--- config.mk ---
export PLATFORM = sky130hd
export DESIGN_NAME = mmu_sram_ctrl_flat
export DESIGN_NICKNAME = d
export VERILOG_FILES = /design/src/rtl/mmu_sram_if.sv /design/src/rtl/mmu_sram_ctrl.sv /design/src/flat_wrapper.sv
export SDC_FILE = /design/constraint.sdc
export NUM_CORES = 1
export LEC_CHECK = 0
export CORE_MARGIN = 3
export CORE_UTILIZATION = 40
export DETAILED_ROUTE_END_ITERATION = 8
export MAX_ROUTING_LAYER = met4
export PLACE_DENSITY = 0.74
export SYNTH_ARGS = -nofsm -noshare
export SYNTH_HDL_FRONTEND = slang
export SYNTH_SLANG_ARGS = --single-unit
export TNS_END_PERCENT = 30
--- constraint.sdc ---
create_clock -name clk -period 5.5 [get_ports clk]
set_clock_uncertainty 0.2 [all_clocks]
set_input_delay 1.1 -clock clk [delete_from_list [all_inputs] [get_ports clk]]
set_output_delay 1.1 -clock clk [all_outputs]
set_load 0.03 [all_outputs]
--- src/rtl/mmu_sram_if.sv ---
// Request/response and external SRAM signals of the MMU + SRAM access controller.
// slave = controller side, master = MEM stage / SRAM side.
interface mmu_sram_if #(
  parameter int ADDR_W = 20
);
  logic              req_valid_i;
  logic              req_ready_o;
  logic [31:0]       vaddr_i;
  logic [3:0]        mem_op_i;
  logic [31:0]       store_data_i;
  logic              resp_valid_o;
  logic [31:0]       load_data_o;
  logic              busy_o;
  logic              addr_err_o;
  logic [31:0]       badvaddr_o;
  logic [ADDR_W-1:0] sram_addr_o;
  logic [31:0]       sram_data_o;
  logic              sram_data_oe_o;
  logic [31:0]       sram_data_i;
  logic              sram_ce_n_o;
  logic              sram_oe_n_o;
  logic              sram_we_n_o;
  logic [3:0]        sram_be_n_o;

  modport slave (
    input  req_valid_i, vaddr_i, mem_op_i, store_data_i, sram_data_i,
    output req_ready_o, resp_valid_o, load_data_o, busy_o, addr_err_o, badvaddr_o,
           sram_addr_o, sram_data_o, sram_data_oe_o, sram_ce_n_o, sram_oe_n_o,
           sram_we_n_o, sram_be_n_o
  );

  modport master (
    output req_valid_i, vaddr_i, mem_op_i, store_data_i, sram_data_i,
    input  req_ready_o, resp_valid_o, load_data_o, busy_o, addr_err_o, badvaddr_o,
           sram_addr_o, sram_data_o, sram_data_oe_o, sram_ce_n_o, sram_oe_n_o,
           sram_we_n_o, sram_be_n_o
  );
endinterface

--- src/rtl/mmu_sram_ctrl.sv ---
// MIPS32 kseg0/kseg1 translation plus multi-cycle asynchronous SRAM sequencer.
// Optional misalignment trap enabled by defining MMU_ALIGN_CHK_EN.
module mmu_sram_ctrl #(
  parameter int ADDR_W      = 20,
  parameter int WAIT_CYCLES = 1
) (
  input logic       clk,
  input logic       rst,
  mmu_sram_if.slave bus
);
  localparam int DATA_W = 32;
  localparam logic [3:0] LAST = 4'(WAIT_CYCLES);
  localparam logic [3:0] OP_LB = 4'd1, OP_LBU = 4'd2, OP_LH = 4'd3, OP_LHU = 4'd4,
                         OP_LW = 4'd5, OP_SB = 4'd6, OP_SH = 4'd7, OP_SW = 4'd8;

  typedef enum logic [1:0] {IDLE, SETUP, STROBE, DONE} state_t;
  state_t state, state_nxt;

  function automatic logic [3:0] lane_be_n(input logic [3:0] op, input logic [1:0] a);
    case (op)
      OP_LB, OP_LBU, OP_SB: lane_be_n = ~(4'b0001 << a);
      OP_LH, OP_LHU, OP_SH: lane_be_n = a[1] ? 4'b0011 : 4'b1100;
      default:              lane_be_n = 4'b0000;
    endcase
  endfunction

  function automatic logic [DATA_W-1:0] store_rep(input logic [3:0] op, input logic [DATA_W-1:0] d);
    case (op)
      OP_SB:   store_rep = {4{d[7:0]}};
      OP_SH:   store_rep = {2{d[15:0]}};
      default: store_rep = d;
    endcase
  endfunction

  function automatic logic [DATA_W-1:0] load_ext(input logic [3:0] op, input logic [1:0] lane,
                                                 input logic [DATA_W-1:0] w);
    logic [7:0]  b;
    logic [15:0] h;
    b = w[8*lane +: 8];
    h = lane[1] ? w[31:16] : w[15:0];
    case (op)
      OP_LB:   load_ext = {{24{b[7]}}, b};
      OP_LBU:  load_ext = {24'd0, b};
      OP_LH:   load_ext = {{16{h[15]}}, h};
      OP_LHU:  load_ext = {16'd0, h};
      default: load_ext = w;
    endcase
  endfunction

  logic [31:0]       paddr;
  logic              op_real, misalign, accept;
  logic [3:0]        op_q;
  logic [1:0]        lane_q;
  logic [3:0]        be_n_q, cnt_q;
  logic [ADDR_W-1:0] addr_q;
  logic [DATA_W-1:0] wdata_q, rd_q, load_q;
  logic              err_q, resp_q, is_load_q, is_store_q;
  logic              unused_paddr;

  // kseg0/kseg1 map onto the bottom 512 MB; everything else passes through
  always_comb begin
    paddr = bus.vaddr_i;
    if (bus.vaddr_i[31:29] == 3'b100 || bus.vaddr_i[31:29] == 3'b101)
      paddr = {3'b000, bus.vaddr_i[28:0]};
  end
  assign unused_paddr = ^paddr[31:ADDR_W+2];

  assign op_real    = (bus.mem_op_i >= OP_LB) && (bus.mem_op_i <= OP_SW);
  assign accept     = (state == IDLE) && bus.req_valid_i;
  assign is_load_q  = (op_q >= OP_LB) && (op_q <= OP_LW);
  assign is_store_q = (op_q >= OP_SB) && (op_q <= OP_SW);

`ifdef MMU_ALIGN_CHK_EN
  logic [31:0] vaddr_q;
  logic        addr_err_q;
  logic [31:0] badvaddr_q;

  always_comb begin
    misalign = 1'b0;
    case (bus.mem_op_i)
      OP_LH, OP_LHU, OP_SH: misalign = paddr[0];
      OP_LW, OP_SW:         misalign = |paddr[1:0];
      default:              misalign = 1'b0;
    endcase
  end

  always_ff @(posedge clk) begin
    if (accept) vaddr_q <= bus.vaddr_i;
  end

  always_ff @(posedge clk) begin
    if (rst) begin
      addr_err_q <= 1'b0;
      badvaddr_q <= '0;
    end else begin
      addr_err_q <= (state == DONE) && err_q;
      if (state == DONE && err_q) badvaddr_q <= vaddr_q;
    end
  end
  assign bus.addr_err_o = addr_err_q;
  assign bus.badvaddr_o = badvaddr_q;
`else
  assign misalign       = 1'b0;
  assign bus.addr_err_o = 1'b0;
  assign bus.badvaddr_o = '0;
`endif

  always_comb begin
    state_nxt          = state;
    bus.req_ready_o    = 1'b0;
    bus.busy_o         = 1'b1;
    bus.sram_ce_n_o    = 1'b1;
    bus.sram_oe_n_o    = 1'b1;
    bus.sram_we_n_o    = 1'b1;
    bus.sram_be_n_o    = 4'hF;
    bus.sram_data_oe_o = 1'b0;
    case (state)
      IDLE: begin
        bus.req_ready_o = 1'b1;
        bus.busy_o      = 1'b0;
        if (bus.req_valid_i) state_nxt = (op_real && !misalign) ? SETUP : DONE;
      end
      SETUP: begin
        bus.sram_ce_n_o    = 1'b0;
        bus.sram_be_n_o    = be_n_q;
        bus.sram_data_oe_o = is_store_q;
        state_nxt          = STROBE;
      end
      STROBE: begin
        bus.sram_ce_n_o    = 1'b0;
        bus.sram_oe_n_o    = !is_load_q;
        bus.sram_we_n_o    = !is_store_q;
        bus.sram_be_n_o    = be_n_q;
        bus.sram_data_oe_o = is_store_q;
        if (cnt_q == LAST) state_nxt = DONE;
      end
      DONE:    state_nxt = IDLE;
      default: state_nxt = IDLE;
    endcase
  end

  always_ff @(posedge clk) begin
    if (rst) state <= IDLE;
    else     state <= state_nxt;
  end

  // Request fields are captured once at accept and held for the whole access
  always_ff @(posedge clk) begin
    if (accept) begin
      op_q   <= op_real ? bus.mem_op_i : 4'd0;
      lane_q <= paddr[1:0];
      be_n_q <= lane_be_n(bus.mem_op_i, paddr[1:0]);
      err_q  <= op_real && misalign;
    end
    if (state == SETUP)  cnt_q <= '0;
    if (state == STROBE) cnt_q <= cnt_q + 4'd1;
    if (state == STROBE && cnt_q == LAST) rd_q <= bus.sram_data_i;
  end

  always_ff @(posedge clk) begin
    if (rst) begin
      addr_q  <= '0;
      wdata_q <= '0;
      resp_q  <= 1'b0;
      load_q  <= '0;
    end else begin
      if (accept) begin
        addr_q  <= paddr[ADDR_W+1:2];
        wdata_q <= store_rep(bus.mem_op_i, bus.store_data_i);
      end
      resp_q <= (state == DONE);
      if (state == DONE && is_load_q && !err_q) load_q <= load_ext(op_q, lane_q, rd_q);
    end
  end

  assign bus.sram_addr_o  = addr_q;
  assign bus.sram_data_o  = wdata_q;
  assign bus.resp_valid_o = resp_q;
  assign bus.load_data_o  = load_q;
endmodule

--- src/flat_wrapper.sv ---
// flat-port wrapper written by rule: the top's interface ports become plain ports
module mmu_sram_ctrl_flat 
#(
  parameter int ADDR_W      = 20,
  parameter int WAIT_CYCLES = 1
)
  (clk, rst, bus_req_valid_i, bus_vaddr_i, bus_mem_op_i, bus_store_data_i, bus_sram_data_i, bus_req_ready_o, bus_resp_valid_o, bus_load_data_o, bus_busy_o, bus_addr_err_o, bus_badvaddr_o, bus_sram_addr_o, bus_sram_data_o, bus_sram_data_oe_o, bus_sram_ce_n_o, bus_sram_oe_n_o, bus_sram_we_n_o, bus_sram_be_n_o);
  mmu_sram_if #(.ADDR_W(ADDR_W)) bus_i ();
  input logic clk;
  input logic rst;
  input wire logic [$bits(bus_i.req_valid_i)-1:0] bus_req_valid_i;
  input wire logic [$bits(bus_i.vaddr_i)-1:0] bus_vaddr_i;
  input wire logic [$bits(bus_i.mem_op_i)-1:0] bus_mem_op_i;
  input wire logic [$bits(bus_i.store_data_i)-1:0] bus_store_data_i;
  input wire logic [$bits(bus_i.sram_data_i)-1:0] bus_sram_data_i;
  output wire logic [$bits(bus_i.req_ready_o)-1:0] bus_req_ready_o;
  output wire logic [$bits(bus_i.resp_valid_o)-1:0] bus_resp_valid_o;
  output wire logic [$bits(bus_i.load_data_o)-1:0] bus_load_data_o;
  output wire logic [$bits(bus_i.busy_o)-1:0] bus_busy_o;
  output wire logic [$bits(bus_i.addr_err_o)-1:0] bus_addr_err_o;
  output wire logic [$bits(bus_i.badvaddr_o)-1:0] bus_badvaddr_o;
  output wire logic [$bits(bus_i.sram_addr_o)-1:0] bus_sram_addr_o;
  output wire logic [$bits(bus_i.sram_data_o)-1:0] bus_sram_data_o;
  output wire logic [$bits(bus_i.sram_data_oe_o)-1:0] bus_sram_data_oe_o;
  output wire logic [$bits(bus_i.sram_ce_n_o)-1:0] bus_sram_ce_n_o;
  output wire logic [$bits(bus_i.sram_oe_n_o)-1:0] bus_sram_oe_n_o;
  output wire logic [$bits(bus_i.sram_we_n_o)-1:0] bus_sram_we_n_o;
  output wire logic [$bits(bus_i.sram_be_n_o)-1:0] bus_sram_be_n_o;
  assign bus_i.req_valid_i = bus_req_valid_i;
  assign bus_i.vaddr_i = bus_vaddr_i;
  assign bus_i.mem_op_i = bus_mem_op_i;
  assign bus_i.store_data_i = bus_store_data_i;
  assign bus_i.sram_data_i = bus_sram_data_i;
  assign bus_req_ready_o = bus_i.req_ready_o;
  assign bus_resp_valid_o = bus_i.resp_valid_o;
  assign bus_load_data_o = bus_i.load_data_o;
  assign bus_busy_o = bus_i.busy_o;
  assign bus_addr_err_o = bus_i.addr_err_o;
  assign bus_badvaddr_o = bus_i.badvaddr_o;
  assign bus_sram_addr_o = bus_i.sram_addr_o;
  assign bus_sram_data_o = bus_i.sram_data_o;
  assign bus_sram_data_oe_o = bus_i.sram_data_oe_o;
  assign bus_sram_ce_n_o = bus_i.sram_ce_n_o;
  assign bus_sram_oe_n_o = bus_i.sram_oe_n_o;
  assign bus_sram_we_n_o = bus_i.sram_we_n_o;
  assign bus_sram_be_n_o = bus_i.sram_be_n_o;
  mmu_sram_ctrl #(.ADDR_W(ADDR_W), .WAIT_CYCLES(WAIT_CYCLES)) u_core (.clk(clk), .rst(rst), .bus(bus_i));
endmodule
==> results of run 1 <==
## worst paths after layout
check,startpoint,to,slack (ns)
max,u_core.op_q[2],bus_sram_we_n_o,1.73
min reg2reg,u_core.bus.sram_addr_o[7],u_core.bus.sram_addr_o[7],0.25
min,u_core.bus.sram_addr_o[7],u_core.bus.sram_addr_o[7],0.25
max reg2reg,u_core.lane_q[1],u_core.bus.load_data_o[11],2.67
## sequential cells by signal, indices dropped and copies added (netlist names)
| name | cells |
|---|---|
| u_core.bus.load_data_o | 32 |
| u_core.bus.sram_data_o | 32 |
| u_core.rd_q | 32 |
| u_core.bus.sram_addr_o | 20 |
| u_core.be_n_q | 4 |
| u_core.cnt_q | 4 |
| u_core.op_q | 4 |
| u_core.lane_q | 2 |
| u_core.state | 2 |
| u_core.bus.resp_valid_o | 1 |
## power by group through the flow
stage,combinational (mW),clock [mW],sequential [mW]
floorplan,0.652,0,1.46
finish,1.22,1.18,1.31
CTS,1.23,1.20,1.31
detailed placement,1.22,0,1.33
global placement,1.21,0,1.32
global route,1.32,1.25,1.33
## cell families after synthesis
| kind of cell | after synthesis | synth area share [%] |
|---|---|---|
| DFF | 133 | 50.6 |
| buffers and inverters | 92 | 8.57 |
| AOI/OAI and AO/OA | 152 | 17.5 |
| xor gates and xnor gates | 4 | 0.689 |
| adders and majority gates | 6 | 1.22 |
| muxes | 36 | 6.18 |
| and+or+nand+nor | 209 | 15.2 |
| other | 1 | 0.0607 |
## critical path: stages, from the launching register on
cell,delay (ns)
edfxtp_1,0.82
inv_1,0.25
nand3_1,0.18
nand2_1,0.07
nand2_1,0.06
clkdlybuf4s50_1,0.66
## layout make-up
cell class                      count  area (um2)
Fill cell                        1301        6230
Sequential cell                   133        3120
Multi-Input combinational cell    440        2640
Timing Repair Buffer              193        1910
Clock buffer                       18         439
Tap cell                          184         230
Clock inverter                     14         173
Inverter                           16        60.1
## stage by stage
step                utilization [%]  cell area (um2)  cells  power [mW]  hold slack, ns
finish                         57.9             8580    998        3.70           0.253
global route                   57.9             8580    998        3.90           0.264
CTS                            57.9             8580    998        3.73           0.254
detailed placement             53.8             7970    966        2.55           0.245
global placement               53.8             7970    966        2.53           0.241
floorplan                         -             6290    665        2.11           0.292
## synthesized netlist by cell type, types with 8 or more instances
cell	number	area share [%]
nand2_1	116	7.1
dfxtp_1	87	28
nor2_1	52	3.2
a21oi_1	51	4.1
edfxtp_1	46	22
a211oi_1	35	4.3
buf_4	35	4.3
mux2i_1	28	4.5
clkbuf_1	21	1.3
inv_1	15	0.91
buf_2	12	0.97
o211ai_1	10	1.2
o22ai_1	9	0.91
a211oi_2	8	1.6
## per-layer routing
layer / up-vias / global-route usage [%]
met4: 0 / 6.60
met1: 2328 / 27.1
met5: - / -
li1: 2509 / -
met2: 137 / 30.4
met3: 10 / 4.34
==> impl_metrics.yaml, run 1 <==
routing:
  vias_per_cell: 4.99
  first_pass_iters: 4
  wl_met3_um: 734
  vias: 4984
  wl_per_cell_um: 16.8
  wl_met1_um: 7500
  route.detailed.drc: 0
  route.top_layer_used: "met4"
  met2WireLength_um: 8380
  drtIter0Drc: 445
  finalWirelength_um: 16800
  ant_nets: 0
cells_and_area:
  layout_commonest_cell: "clkdlybuf4s50_1"
  area_delta_synth_final_pct: 38.9
  nets: 910
  diodes: 0
  layout_common_cells: "clkdlybuf4s50_1 (186), nand2_1 (116), dfxtp_1 (87)"
  drive_above_1_share_pct: 8.72
setup_path:
  start_kind: "flip-flop"
  cp_max_fo: 18
  crit_arrival_ns: 2.47
  crit_path_end_kind: "output pin"
  path_class: "reg2out"
  required_ns: 4.20
  rr_worst_depth: 4
timing:
  relSlewSlack_pct: 34.0
  rsz0062_at_grt: "no"
  finalMaxSlewViolations: 0
  setup_ws_ns: 1.73
  worst_pin_slew_ns: 0.989
  finalSetupViolCount: 0
  fmax_ghz: 0.265
  fin_setup_tns_ns: 0
  finalHoldViolCount: 0
  finalCriticalPeriod_ns: 3.77
  min_period_over_period_pct: 68.6
grt:
  overflow: 0
  track_usage_pct: 20.2
  antenna_found_initial: 0
  grt_start_max_net_pins: 46
  grt_pass1_vias: 4643
  grt_pass1_wl_um: 25600
clocking:
  cts_tree: "done"
  cts_hold_buf: 0
  cts_resized: 0
  h-tree-depth: 4
  insertion_delay_ns: 0.43
  postCtsSetupBuffers: 0
  clock-root-buffer: "clkbuf_16"
  clk_pin_slew_worst_paths_ns: 0.06
  cts_sinks: 133
  cts_buffers: 17
  clockBufferDepth: 2
floorplan:
  ios: 231
  core_mm2: 0.0148
  die_w_um: 130
  fp.dieH_um: 130
  dieArea_mm2: 0.0170
  rows: 44
  start_util_pct: 41.7
placed_design:
  pre_cts_slack_ns: 1.86
  dpl.hpwl_um: 11800
  place.gp.congestion: 0.840
  port_buffers: 187
power_and_ir_drop:
  swShare_pct: 35.5
  seqPwrFrac_pct: 35.3
  switchingPower_mw: 1.31
  peakVddDrop_mv: 0.274
  power_frac_clock_pct: 31.8
  p_comb_share_pct: 32.9
  p_per_area_mw_per_mm2: 432
  p_leak_nw: 3.07
  p_int_mw: 2.39
status:
  status: "completed"
logic_synthesis:
  synth_ff_type: "dfxtp_1"
  synth_area_mm2: 0.00617
  synth_edf_count: 46
  ys.warnings.count: 0
  async_flop_share_pct: 0
  syn_avg_cell_area_um2: 9.75
  yosys_register_bits: 133
  synthDistinctLibCells: 60
  ys_seq_area_share_pct: 50.6
  syn_inst: 633
hold_path:
  min_path_cells: 2
  hp-class: "reg2reg"
run:
  drv_cap: 0
Note: power is estimated with default switching activity, not from simulation.
==> inputs of run 2 (changes only) <==
Clock period 5.5 ns to 3.8 ns, I/O delays scaled along.
==> run 2 against run 1 <==
- non-clock buffer count up 2
- wire length down 1.4%
- worst setup slack got worse by 1.3 ns
- combinational power rose by 47%
- hold slack hardly changed
- clock power up 36%
- cell count grew 0.20%
- core utilization about the same
- largest cell class unchanged
- highest routed layer unchanged
==> impl_metrics.yaml, run 2 (synthesis gave the netlist of run 1 again) <==
placed_design:
  dpl.hpwl_um: 11700
  place.gp.congestion: 0.817
  placed_cells_incl_taps: 968
  dpl_cell_area_mm2: 0.00801
  pre_cts_slack_ns: 0.830
  port_buffers: 187
cells_and_area:
  drive_above_1_share_pct: 8.70
  fillers: 1307
  fin_util_pct: 58.0
  layout_commonest_cell: "clkdlybuf4s50_1"
  nets: 912
  diodes: 0
  area_delta_synth_final_pct: 39.0
  stdcell_area_mm2: 0.00858
  final-seq-area_mm2: 0.00312
  layout_common_cells: "clkdlybuf4s50_1 (186), nand2_1 (116), dfxtp_1 (87)"
  multi_input_area_mm2: 0.00264
  layout.cells.non_filler: 1000
power_and_ir_drop:
  power_mw: 5.27
  p_leak_nw: 3.08
  p_per_area_mw_per_mm2: 614
  peakVddDrop_mv: 0.328
setup_path:
  timing.rr.start: "u_core.op_q[1]"
  rr_worst_depth: 5
  crit_arrival_ns: 2.45
  cp_max_fo: 18
  path_class: "reg2out"
  crit_path_end_kind: "output pin"
  start_kind: "flip-flop"
  regToRegSetupSlack_ns: 1.21
  r2r-end: "u_core.bus.load_data_o[11]"
  required_ns: 2.84
clocking:
  cts_buffers: 17
  cts_resized: 0
  cts_tree: "done"
  cts_sinks: 133
  h-tree-depth: 4
  cts_hold_buf: 0
  clockBufferDepth: 2
  postCtsSetupBuffers: 0
  clock-root-buffer: "clkbuf_16"
  clk_pin_slew_worst_paths_ns: 0.06
  insertion_delay_ns: 0.42
routing:
  finalWirelength_um: 16600
  vias_per_cell: 4.97
  vias: 4972
  first_pass_iters: 4
  wl_per_cell_um: 16.6
  ant_nets: 0
  route.detailed.drc: 0
  drtIter0Drc: 370
timing:
  finalSetupViolCount: 0
  finalMaxSlewViolations: 0
  relSlewSlack_pct: 42.9
  setup_ws_ns: 0.394
  finalHoldViolCount: 0
  rsz0062_at_grt: "no"
  fmax_ghz: 0.294
  worst_pin_slew_ns: 0.857
  min_period_over_period_pct: 89.6
  hold_slack_ns: 0.253
  finalCriticalPeriod_ns: 3.41
  fin_setup_tns_ns: 0
hold_path:
  min_to: "u_core.bus.load_data_o[0]"
  hp-class: "reg2reg"
  min_path_cells: 2
  hp-start: "u_core.bus.load_data_o[0]"
grt:
  overflow: 0
  grt_start_max_net_pins: 69
  track_usage_pct: 20.0
  grt_pass1_vias: 4750
  grt_pass1_wl_um: 25400
  antenna_found_initial: 0
floorplan:
  fp.dieH_um: 130
  die_w_um: 130
  ios: 231
  dieArea_mm2: 0.0170
  rows: 44
  core_mm2: 0.0148
  start_util_pct: 41.7
status:
  status: "completed"
run:
  drv_cap: 0
-- run 2: worst max path at each step --
stage | slack, ns | startpoint | end | depth (start not counted)
detailed placement | 0.83 | u_core.op_q[2] | bus_sram_we_n_o | 5
floorplan | 1.26 | u_core.state[1] | bus_sram_data_oe_o | 4
finish | 0.39 | u_core.op_q[2] | bus_sram_we_n_o | 5
global placement | 0.84 | u_core.op_q[2] | bus_sram_we_n_o | 5
global route | 0.15 | u_core.op_q[2] | bus_sram_we_n_o | 5
CTS | 0.37 | u_core.op_q[2] | bus_sram_we_n_o | 5
-- run 2: power breakdown --
part	leakage, nW	switching, mW	internal, mW
Combinational	1.66	1.09	0.707
Sequential	1.14	0.165	1.71
Clock	0.280	0.632	0.971
Total	3.08	1.88	3.39
-- run 2: cell type report --
cell class                      instances  area share [%]
Tap cell                              184            2.68
Sequential cell                       133            36.4
Multi-Input combinational cell        440            30.8
Timing Repair Buffer                  195            22.7
Clock inverter                         14            1.72
Inverter                               16           0.700
Clock buffer                           18            5.00
-- run 2: layer usage --
layer | share of wire, % | up-vias | track usage [%]
met5 | 0 | - | -
met4 | 1.8 | 0 | 6.91
met3 | 4.2 | 17 | 4.87
met2 | 50 | 124 | 30.5
met1 | 44 | 2325 | 26.1
li1 | - | 2506 | -
-- run 2: critical path, stage by stage (launching register included) --
cell             delay (ns)
edfxtp_1               0.81
inv_1                  0.26
nand3_1                0.18
nand2_1                0.07
nand2_1                0.06
clkdlybuf4s50_1        0.66
==> inputs of run 3 (changes only) <==
Settings changed: HOLD_SLACK_MARGIN set to 0.06.
==> results of run 3 <==
No change in the layout: final DEF, timing and power equal those of run 2.
